===== config.mk =====
export PLATFORM = sky130hd
export DESIGN_NAME = mux2_arbiter
export DESIGN_NICKNAME = d
export VERILOG_FILES = /design/src/rtl/mux2_arbiter.sv
export SDC_FILE = /design/constraint.sdc
export NUM_CORES = 1
export LEC_CHECK = 0
export ABC_AREA = 0
export CORE_AREA = 2 2 39 41
export DETAILED_ROUTE_END_ITERATION = 16
export DIE_AREA = 0 0 41 43
export DONT_BUFFER_PORTS = 1
export HOLD_SLACK_MARGIN = 0.05
export PLACE_DENSITY = 0.52
export SLEW_MARGIN = 20
export SYNTH_ARGS = -nofsm -noshare
export SYNTH_HDL_FRONTEND = slang
export SYNTH_SLANG_ARGS = --single-unit
export TNS_END_PERCENT = 5

===== constraint.sdc =====
create_clock -name clk -period 2.6 [get_ports clk]
set_input_delay 0.52 -clock clk [delete_from_list [all_inputs] [get_ports clk]]
set_output_delay 0.52 -clock clk [all_outputs]
set_load 0.005 [all_outputs]

===== src/rtl/mux2_arbiter.sv =====
// mux2_arbiter: two-requester round-robin arbiter driving a registered-select 2:1 data mux.
// Optional forced revocation of a long-held grant is enabled by defining ARB_TIMEOUT_EN.
module mux2_arbiter #(
    parameter int DATA_W  = 8,
    parameter int TIMEOUT = 16
) (
    input  logic              clk,
    input  logic              rst_n,
    input  logic              req_a,
    input  logic              req_b,
    input  logic [DATA_W-1:0] data_a,
    input  logic [DATA_W-1:0] data_b,
    output logic              gnt_a,
    output logic              gnt_b,
    output logic              sel,
    output logic              out_valid,
    output logic [DATA_W-1:0] out_data,
    output logic              timeout
);

    typedef enum logic [1:0] {
        IDLE  = 2'd0,
        OWN_A = 2'd1,
        OWN_B = 2'd2
    } state_t;

    state_t state;
    state_t state_nxt;
    logic   ptr_b;      // 1 when B was granted most recently, so A wins the next tie
    logic   force_sw;

`ifdef ARB_TIMEOUT_EN
    localparam int CNT_W = (TIMEOUT > 1) ? $clog2(TIMEOUT) : 1;

    logic [CNT_W-1:0] cnt;
    logic [CNT_W-1:0] cnt_nxt;
    logic             own_req;
    logic             other_req;
    logic             timeout_q;

    always_comb begin
        own_req   = 1'b0;
        other_req = 1'b0;
        if (state == OWN_A) begin
            own_req   = req_a;
            other_req = req_b;
        end else if (state == OWN_B) begin
            own_req   = req_b;
            other_req = req_a;
        end
        force_sw = other_req && (cnt == CNT_W'(TIMEOUT - 1));
        cnt_nxt  = (state_nxt != state || !other_req) ? '0 : cnt + CNT_W'(1);
    end

    always_ff @(posedge clk or negedge rst_n) begin
        if (!rst_n) begin
            cnt       <= '0;
            timeout_q <= 1'b0;
        end else begin
            cnt       <= cnt_nxt;
            timeout_q <= force_sw && own_req;
        end
    end

    assign timeout = timeout_q;
`else
    assign force_sw = 1'b0;
    assign timeout  = 1'b0;
`endif

    // Release and forced revocation share one path: hand over if the other side waits.
    always_comb begin
        state_nxt = state;
        case (state)
            IDLE: begin
                if (req_a && req_b) state_nxt = ptr_b ? OWN_A : OWN_B;
                else if (req_a)     state_nxt = OWN_A;
                else if (req_b)     state_nxt = OWN_B;
            end
            OWN_A: begin
                if (!req_a || force_sw) state_nxt = req_b ? OWN_B : IDLE;
            end
            OWN_B: begin
                if (!req_b || force_sw) state_nxt = req_a ? OWN_A : IDLE;
            end
            default: state_nxt = IDLE;
        endcase
    end

    always_ff @(posedge clk or negedge rst_n) begin
        if (!rst_n) begin
            state <= IDLE;
            ptr_b <= 1'b1;
            sel   <= 1'b0;
        end else begin
            state <= state_nxt;
            if (state_nxt == OWN_A) begin
                ptr_b <= 1'b0;
                sel   <= 1'b0;
            end else if (state_nxt == OWN_B) begin
                ptr_b <= 1'b1;
                sel   <= 1'b1;
            end
        end
    end

    assign gnt_a     = (state == OWN_A);
    assign gnt_b     = (state == OWN_B);
    assign out_valid = gnt_a | gnt_b;

    always_comb begin
        out_data = '0;
        if (gnt_a)      out_data = data_a;
        else if (gnt_b) out_data = data_b;
    end

endmodule


==> results of run 1 <==
## metrics by stage
stage                     hold slack, ns  cells
after floorplan                   0.2244     44
after global placement            0.2245     57
after detailed placement          0.2245     57
after CTS                         0.1165     62
after global routing              0.1093     62
final                             0.1270     62
## layout by cell type (no fill, tap or decap), drive strengths merged, types with 2 or more instances in the layout
master  netlist  routed
a22o          8       8
clkbuf        0       4
dfrtp         3       3
ha            5       5
inv           2       2
nand2         3       3
nor2b         3       3
o21ai         4       4
## layer usage
layer,wire length (µm),track usage [%],up-vias,part of all wire (%)
met1,261,11.18,153,34
met2,359,14.06,33,46
met3,146,6.283,2,19
met4,9,4.000,0,1.2
li1,-,-,165,-
met5,0,0,-,0
## power breakdown
part	leakage, nW	switching, mW	internal [mW]
Combinational	0.122	0.160	0.135
Sequential	0.0474	0.0298	0.103
Clock	0.0150	0.0272	0.0577
Total	0.184	0.217	0.296
## cell type report
type	instances	share of cell area [%]
Tap cell	16	4.692
Multi-Input combinational cell	35	61.29
Sequential cell	4	23.75
Inverter	2	1.760
Clock buffer	4	6.158
Timing Repair Buffer	1	2.346
## state kept, by name, indices dropped and copies added, names as in the netlist
name / cells
sel: 1
ptr_b: 1
state: 2
## worst max-delay path by stage
stage,end,startpoint,slack (ns)
floorplan,sel,state[1],0.83
global placement,sel,state[1],0.57
detailed placement,sel,state[1],0.57
CTS,out_data[3],state[1],0.33
global route,out_data[0],state[1],0.1
finish,out_data[3],state[1],0.37
## timing repair
item	CTS	global route
setup buffers	0	0
hold endpoints to repair	3	0
hold buffers	1	0
## cell families after synthesis
kind of cell	after synthesis
other	1
DFF	4
and+or+nand+nor	10
AOI/OAI and AO/OA	19
adders and majority gates	5
buffers and inverters	5
## worst max-delay path: stages, from the launching register on
cell and delay (ns):
dfrtp_1 0.41, inv_1 0.08, ha_1 0.33, nor2b_1 0.43
a22o_1 0.22
==> results by group, run 1 <==
Yosys
  • Adder-cell share of the synthesized area: 16.03%
  • Combinational family with the most area after synthesis: compound AO/OA/AOI/OAI gates
  • Main area contributors after synthesis: dfrtp_1 19%, a22o_1 18%, ha_1 16%
  • Most frequent cells after synthesis: 8 x a22o_1, 5 x ha_1, 3 x dfrtp_1, 3 x nand2_1, 3 x nor2b_1
  • Syn Nets: 69
  • Post-synthesis mux area share: 0%
  • Simple-gate portion of the synthesized area: 13.14%
  • Register bit total from synthesis: 4
  • Seq/Total Area, Yosys: 25.96%
  • Syn Inst Count: 44
  • Mapped Area: 390.4 µm²
  • Synth Area in Compound Gates: 36.86%
  • Distinct cells, synth: 23
  • XOR/XNOR share of the synthesized area: 0%
  • Top-count cell post-synth: a22o_1
  • Yosys top cell area share: 19.23%
  • Number of synthesized flops with an enable pin: 0
  • Cell taking the most area after synthesis: dfrtp_1
  • Top_reg_cell synth: dfrtp_1
  • Ys async rst share: 100.0%
  • Synth warn: 0
  • Syn_area_per_cell: 8.872 µm²

STA
  • Setup TNS: 0 ns
  • Crit path time final: 2.227 ns
  • Final Cycle Share: 85.66%
  • Final hold viol count: 0
  • Max Fclk: 0.4490 GHz
  • Final setup fails: 0
  • Clock skew: 0.00009925 ns
  • Worst Slack Setup Final: 0.3728 ns
  • Max-slew violations: 0
  • RSZ-0062 raised after global routing: no

Die
  • DIE WIDTH: 41 µm
  • IO Count: 33
  • Row cnt: 14
  • Die area: 0.001763 mm²
  • Height of the die: 43 µm
  • Initial Utilization: 28.21%
  • Core box area: 0.001384 mm²

Cells and area
  • Fill cells: 155
  • Post-layout nets: 72
  • Layout cell share with drive strength beyond 1: 8.696%
  • Final Cell Area: 426.7 µm²
  • Diode count: 0
  • Area of the multi-input gates: 261.5 µm²
  • Syn-to-layout area delta: 9.295%
  • Fin util: 30.83%
  • Seq. cell area: 101.3 µm²

CTS
  • CTS tree: built
  • Clock slew at reported path FFs: 0.04 ns
  • Clk sink count: 4
  • Clock Path Buffers: 2
  • Clock latency at the later pin of the worst-skew pair: 0.23 ns
  • PostCTS Resize Cnt: 0
  • CTS Buf Count: 3
  • CTS H-tree lvls: 1
  • Clk root buf: clkbuf_4

Setup path
  • Crit-path max FO: 13
  • Crit Path Class: register to output pin
  • Critical path endpoint category: output pin
  • Crit start category: register
  • Arr. time, crit path: 1.71 ns
  • Path depth of the worst reg2reg path: 8
  • Critical Path RT: 2.08 ns
  • FF-to-FF Start: state[1]
  • R2R Setup Slk: 0.58 ns
  • RR Endpoint: sel

Routing
  • Vias: 353
  • DR vias/cell: 5.694
  • Drc violations: 0
  • Post-route ant nets: 0
  • 1st-iter DRT viols: 9
  • TritonRoute pass-1 iters: 3
  • Wire per inst: 12.53 µm
  • Routed wire length: 777 µm

Placement
  • DP Area: 390.4 µm²
  • DP Worst Slack: 0.5708 ns
  • GP Congestion: 0.6336
  • HPWL after DPL: 648.8 µm
  • Number of port buffers: 0

Power
  • P per Cell Area: 1203 mW/mm²
  • P_leak: 0.1844 nW
  • Total power: 0.5134 mW
  • VDD IR-drop max: 0.0003690 V

GRT
  • Gr usage total: 9.808%
  • First-pass GRT wire length: 1152 µm
  • Vias in the first global route: 287
  • Largest net degree at the start of global routing: 14
  • Antenna violations before repair: 0
  • Remaining global-route overflow: 0

Job
  • Max Cap Viol: 0

Status
  • Status: completed

Min path
  • Hold Crit Class: primary input to async pin
Note: power is estimated with default switching activity, not from simulation.
==> run 2, diff against run 1 <==
CTS_BUF_LIST = sky130_fd_sc_hd__clkbuf_16   (was unset)
==> results by group, run 2 (synthesis results as in run 1) <==
CTS
  • CTS tree: built
  • Clk sink count: 4 (unchanged)
  • Clk root buf: clkbuf_16
  • Clock slew at reported path FFs: 0.03 ns (about the same)
  • Post-CTS setup buffer count: 0 (unchanged)
  • PostCTS Resize Cnt: 0 (unchanged)
  • Clock latency at the later pin of the worst-skew pair: 0.22 ns (about the same)
  • CTS Buf Count: 3 (unchanged)
  • CTS H-tree lvls: 1 (unchanged)
  • Clock Path Buffers: 2 (unchanged)

Power
  • Internal power: 0.4370 mW (+48%)
  • Total power: 0.6718 mW (+31%)
  • P_sw: 0.2347 mW (+8.0%)
  • Switching share of total power: 34.94% (-7.4 points)
  • P per Cell Area: 1402 mW/mm² (+17%)
  • Combinational power share: 44.3% (-13 points)
  • P_leak: 0.2117 nW (+15%)
  • VDD IR-drop max: 0.0006214 V (+68%)
  • Flop pwr share: 19.8% (-6.1 points)
  • Clk pwr share: 35.9% (+19 points)

STA
  • Max-slew violations: 0 (unchanged)
  • Final hold viol count: 0 (unchanged)
  • Max Fclk: 0.4520 GHz (+0.66%)
  • Crit path time final: 2.213 ns (-0.01457 ns)
  • Clock skew: 0.0007507 ns (+0.0006514 ns)
  • Setup TNS: 0 ns (unchanged)
  • Worst Slack Setup Final: 0.3874 ns (+0.01457 ns)
  • Hold WS: 0.1423 ns (+0.01529 ns)
  • RSZ-0062 raised after global routing: no
  • Final setup fails: 0 (unchanged)
  • Final Cycle Share: 85.10% (-0.56 points)

Setup path
  • Crit start category: register
  • Crit-path max FO: 13 (unchanged)
  • Critical path endpoint category: output pin
  • Critical Path RT: 2.08 ns (about the same)
  • Arr. time, crit path: 1.69 ns (-0.02 ns)
  • Crit Path Class: register to output pin

Cells and area
  • Fin util: 34.63% (+3.8 points)
  • Syn-to-layout area delta: 22.76%
  • Post-layout nets: 72 (unchanged)
  • Most frequent cells in the layout: 8 x a22o_1, 5 x ha_1
  • Max reg flops: 2 (unchanged)
  • Layout cell share with drive strength beyond 1: 8.696% (unchanged)
  • Diode count: 0 (unchanged)
  • Top reg by flops: state
  • Top flop regs: state: 2 flops, ptr_b: 1 flops, sel: 1 flops
  • Most common cell after layout, fill and taps aside: a22o_1
  • Non-Filler Instances: 62 (unchanged)
  • Final Cell Area: 479.2 µm² (+12%)

Die
  • Core box area: 0.001384 mm² (unchanged)
  • DIE WIDTH: 41 µm (unchanged)
  • Row cnt: 14 (unchanged)
  • IO Count: 33 (unchanged)
  • Initial Utilization: 28.21% (unchanged)
  • Height of the die: 43 µm (unchanged)
  • Die area: 0.001763 mm² (unchanged)

Placement
  • GP Congestion: 0.6336 (unchanged)
  • Number of port buffers: 0 (unchanged)
  • DP Worst Slack: 0.5708 ns (unchanged)
  • DP Area: 390.4 µm² (unchanged)
  • HPWL after DPL: 648.8 µm (unchanged)
  • Cells after DPL: 57 (unchanged)

Routing
  • Routed wire length: 800 µm (+3.0%)
  • TritonRoute pass-1 iters: 3 (unchanged)
  • 1st-iter DRT viols: 9 (unchanged)
  • Post-route ant nets: 0 (unchanged)
  • Drc violations: 0 (unchanged)
  • Vias: 353 (unchanged)
  • Wire per inst: 12.90 µm (+3.0%)
  • DR vias/cell: 5.694 (unchanged)

GRT
  • Remaining global-route overflow: 0 (unchanged)
  • Largest net degree at the start of global routing: 14 (unchanged)
  • Gr usage total: 9.909% (+0.10 points)
  • First-pass GRT wire length: 1166 µm (+1.2%)
  • Vias in the first global route: 290 (+1.0%)
  • Antenna violations before repair: 0 (unchanged)

Min path
  • Hold Crit Class: primary input to async pin

Job
  • Max Cap Viol: 0 (unchanged)

Status
  • Status: completed
## run 2: cell types whose count changed in the layout (fill, tap and decap cells not counted), sizes merged
| cell | change |
|---|---|
| clkbuf | -1 |
| inv | +1 |
## run 2: critical path, cell delays in order, from the launching register on
cell     delay, ns
dfrtp_1       0.41
inv_1         0.08
ha_1          0.33
nor2b_1       0.43
a22o_1        0.22
## run 2: per-layer routing
layer	GRT usage [%]	share of wire, %	vias to the layer above
met1	11.51	34	155
met3	6.283	18	0
met2	14.06	48	33
met4	4.000	0	0
met5	0	0	-
li1	-	-	165
## run 2: what timing repair did
item,4_1_cts,5_1_grt
endpoints found under the setup margin,0,0
hold buffers,1,0
endpoints found under the hold margin,3,0
## run 2: power by group through the flow
stage	clock, mW	combinational (mW)	sequential, mW
final	0.241	0.298	0.133
after global routing	0.253	0.352	0.139
after CTS	0.246	0.299	0.134
after detailed placement	0	0.295	0.134
after global placement	0	0.294	0.134
after floorplan	0	0.268	0.125
## run 2: worst paths after layout
check                         start          end  slack (ns)  cells after the start
setup / recovery           state[1]  out_data[3]        0.39                      4
hold / removal                rst_n        ptr_b        0.14                      0
setup reg to reg           state[1]          sel        0.59                      8
hold reg to reg               ptr_b        ptr_b        0.50                      2
max in group asynchronous     rst_n          sel        1.91                      1
min in group clk              ptr_b        ptr_b        0.50                      2
## run 2: area by class of cell
cell class	count	area, µm²
Fill cell	152	904.6
Multi-Input combinational cell	35	261.5
Sequential cell	4	101.3
Clock buffer	3	75.07
Tap cell	16	20.02
Timing Repair Buffer	1	10.01
Inverter	2	7.507
Clock inverter	1	3.754
==> run 3, diff against run 2 <==
PLACE_DENSITY = 0.45   (was 0.52)
==> results by group, run 3 (synthesis results as in run 1) <==
Die
  • Die area: 0.001763 mm² (unchanged)
  • Row cnt: 14 (unchanged)
  • DIE WIDTH: 41 µm (unchanged)
  • Core box area: 0.001384 mm² (unchanged)
  • Height of the die: 43 µm (unchanged)
  • Initial Utilization: 28.21% (unchanged)
  • IO Count: 33 (unchanged)

Setup path
  • Crit path cell chain: inv_1, ha_1, nor2b_1, a22o_1
  • Delay-heaviest family, CP: simple AND/OR/NAND/NOR gates
  • Crit Path Class: register to output pin
  • Critical Path RT: 2.08 ns (about the same)
  • R2R Setup Slk: 0.52 ns (-0.07 ns)
  • Critical Path Max Stage Delay: 0.43 ns (about the same)
  • Crit path buffers/inverters: 1 (unchanged)
  • RR Endpoint: ptr_b
  • FF-to-FF Start: state[1]
  • Critical path endpoint category: output pin
  • Arr. time, crit path: 1.73 ns (+0.04 ns)
  • Crit start category: register
  • Crit-path max FO: 13 (unchanged)
  • Slowest CP cell: nor2b_1
  • Path depth of the worst reg2reg path: 7 (-1)

Power
  • Combinational power share: 44.7% (+0.4 points)
  • Flop pwr share: 19.4% (-0.4 points)
  • Internal power: 0.4383 mW (+0.29%)
  • Switching share of total power: 36.14% (+1.2 points)
  • Clk pwr share: 35.8% (about the same)
  • P per Cell Area: 1432 mW/mm² (+2.2%)
  • P_leak: 0.2117 nW (unchanged)
  • P_sw: 0.2481 mW (+5.7%)
  • VDD IR-drop max: 0.0006326 V (+1.8%)

STA
  • Final hold viol count: 0 (unchanged)
  • Max-slew violations: 0 (unchanged)
  • Final Cycle Share: 86.58% (+1.5 points)
  • Final setup fails: 0 (unchanged)
  • Max Fclk: 0.4443 GHz (-1.7%)
  • RSZ-0062 raised after global routing: no
  • Worst Slack Setup Final: 0.3490 ns (-0.03839 ns)
  • Crit path time final: 2.251 ns (+0.03839 ns)
  • Setup TNS: 0 ns (unchanged)
  • Clock skew: 0.001869 ns (+0.001118 ns)

CTS
  • CTS Hold Bufs: 1 (unchanged)
  • Clock Path Buffers: 2 (unchanged)
  • Clk sink count: 4 (unchanged)
  • Post-CTS setup buffer count: 0 (unchanged)
  • CTS tree: built
  • CTS Buf Count: 3 (unchanged)
  • Clock slew at reported path FFs: 0.03 ns (about the same)
  • CTS H-tree lvls: 1 (unchanged)
  • PostCTS Resize Cnt: 0 (unchanged)
  • Clk root buf: clkbuf_16
  • Clock latency at the later pin of the worst-skew pair: 0.23 ns (about the same)

Routing
  • 1st-iter DRT viols: 8 (-1)
  • Top Metal Used: met4
  • Metal2 WL: 581 µm (+52%)
  • TritonRoute pass-1 iters: 3 (unchanged)
  • Met3 wire length: 71 µm (-50%)
  • DR vias/cell: 5.758 (+1.1%)
  • Routed wire length: 1033 µm (+29%)
  • Post-route ant nets: 0 (unchanged)
  • Post-Route M1 WL: 353 µm (+29%)
  • Vias: 357 (+1.1%)
  • Drc violations: 0 (unchanged)
  • Wire per inst: 16.66 µm (+29%)

Placement
  • Number of port buffers: 0 (unchanged)
  • DP Area: 390.4 µm² (unchanged)
  • DP Worst Slack: 0.5162 ns (-0.05458 ns)
  • GP Congestion: 0.7871 (+24%)

GRT
  • Gr usage total: 13.03% (+3.1 points)
  • Vias in the first global route: 374 (+29%)
  • Antenna violations before repair: 0 (unchanged)
  • Remaining global-route overflow: 0 (unchanged)
  • First-pass GRT wire length: 1469 µm (+26%)
  • Largest net degree at the start of global routing: 14 (unchanged)

Min path
  • Hold Crit Class: primary input to async pin

Cells and area
  • Post-layout nets: 72 (unchanged)
  • Top reg by flops: state
  • Diode count: 0 (unchanged)
  • Fill cells: 143 (-5.9%)
  • Top flop regs: state: 2 flops, ptr_b: 1 flops, sel: 1 flops
  • Final Cell Area: 479.2 µm² (unchanged)
  • Most common cell after layout, fill and taps aside: a22o_1
  • Syn-to-layout area delta: 22.76% (unchanged)
  • Max reg flops: 2 (unchanged)
  • Most frequent cells in the layout: 8 x a22o_1, 5 x ha_1
  • Layout cell share with drive strength beyond 1: 8.696% (unchanged)

Job
  • Max Cap Viol: 0 (unchanged)

Status
  • Status: completed
-- run 3: cell counts in the layout (fill, tap and decap cells not counted) --
No cell type changed its count.
-- run 3: metal layers --
layer / vias to the layer above / global-route usage, %
met2: 23 / 22.81
met1: 163 / 10.49
met5: - / 0
met4: 0 / 12.00
li1: 167 / -
met3: 4 / 3.141
-- run 3: layout make-up --
type / count / area, µm² / area share, %
Timing Repair Buffer: 1 / 10.01 / 2.089
Sequential cell: 4 / 101.3 / 21.15
Multi-Input combinational cell: 35 / 261.5 / 54.57
Clock inverter: 1 / 3.754 / 0.7833
Inverter: 2 / 7.507 / 1.567
Tap cell: 16 / 20.02 / 4.178
Clock buffer: 3 / 75.07 / 15.67
-- run 3: per-stage QoR --
stage	std cells	utilization, %	hold slack, ns	power (mW)
floorplan	44	-	0.2244	0.3936
global placement	57	28.21	0.2245	0.4256
detailed placement	57	28.21	0.2245	0.4393
CTS	62	34.63	0.1365	0.6917
global route	62	34.63	0.1342	0.7544
finish	62	34.63	0.1391	0.6864
-- run 3: worst register-to-register path, stage by stage, from the launching register on --
cell	delay (ns)
dfrtp_1	0.42
inv_1	0.10
ha_1	0.42
a22oi_1	0.14
o22a_1	0.20
o22ai_1	0.23
ha_1	0.31
o21ai_0	0.19
-- run 3: how the worst max path moves through the flow --
stage	startpoint	slack, ns	cells past startpoint	endpoint
floorplan	state[1]	0.83	9	sel
global placement	state[1]	0.61	8	sel
detailed placement	state[1]	0.52	8	sel
CTS	state[1]	0.35	4	out_data[0]
global route	state[1]	0.1	4	out_data[0]
finish	state[1]	0.35	4	out_data[0]
-- run 3: power groups by stage --
| stage | sequential, mW | combinational (mW) | clock (mW) |
|---|---|---|---|
| detailed placement | 0.134 | 0.305 | 0 |
| global route | 0.140 | 0.361 | 0.254 |
| CTS | 0.133 | 0.309 | 0.250 |
| floorplan | 0.125 | 0.268 | 0 |
| finish | 0.133 | 0.307 | 0.246 |
| global placement | 0.134 | 0.292 | 0 |
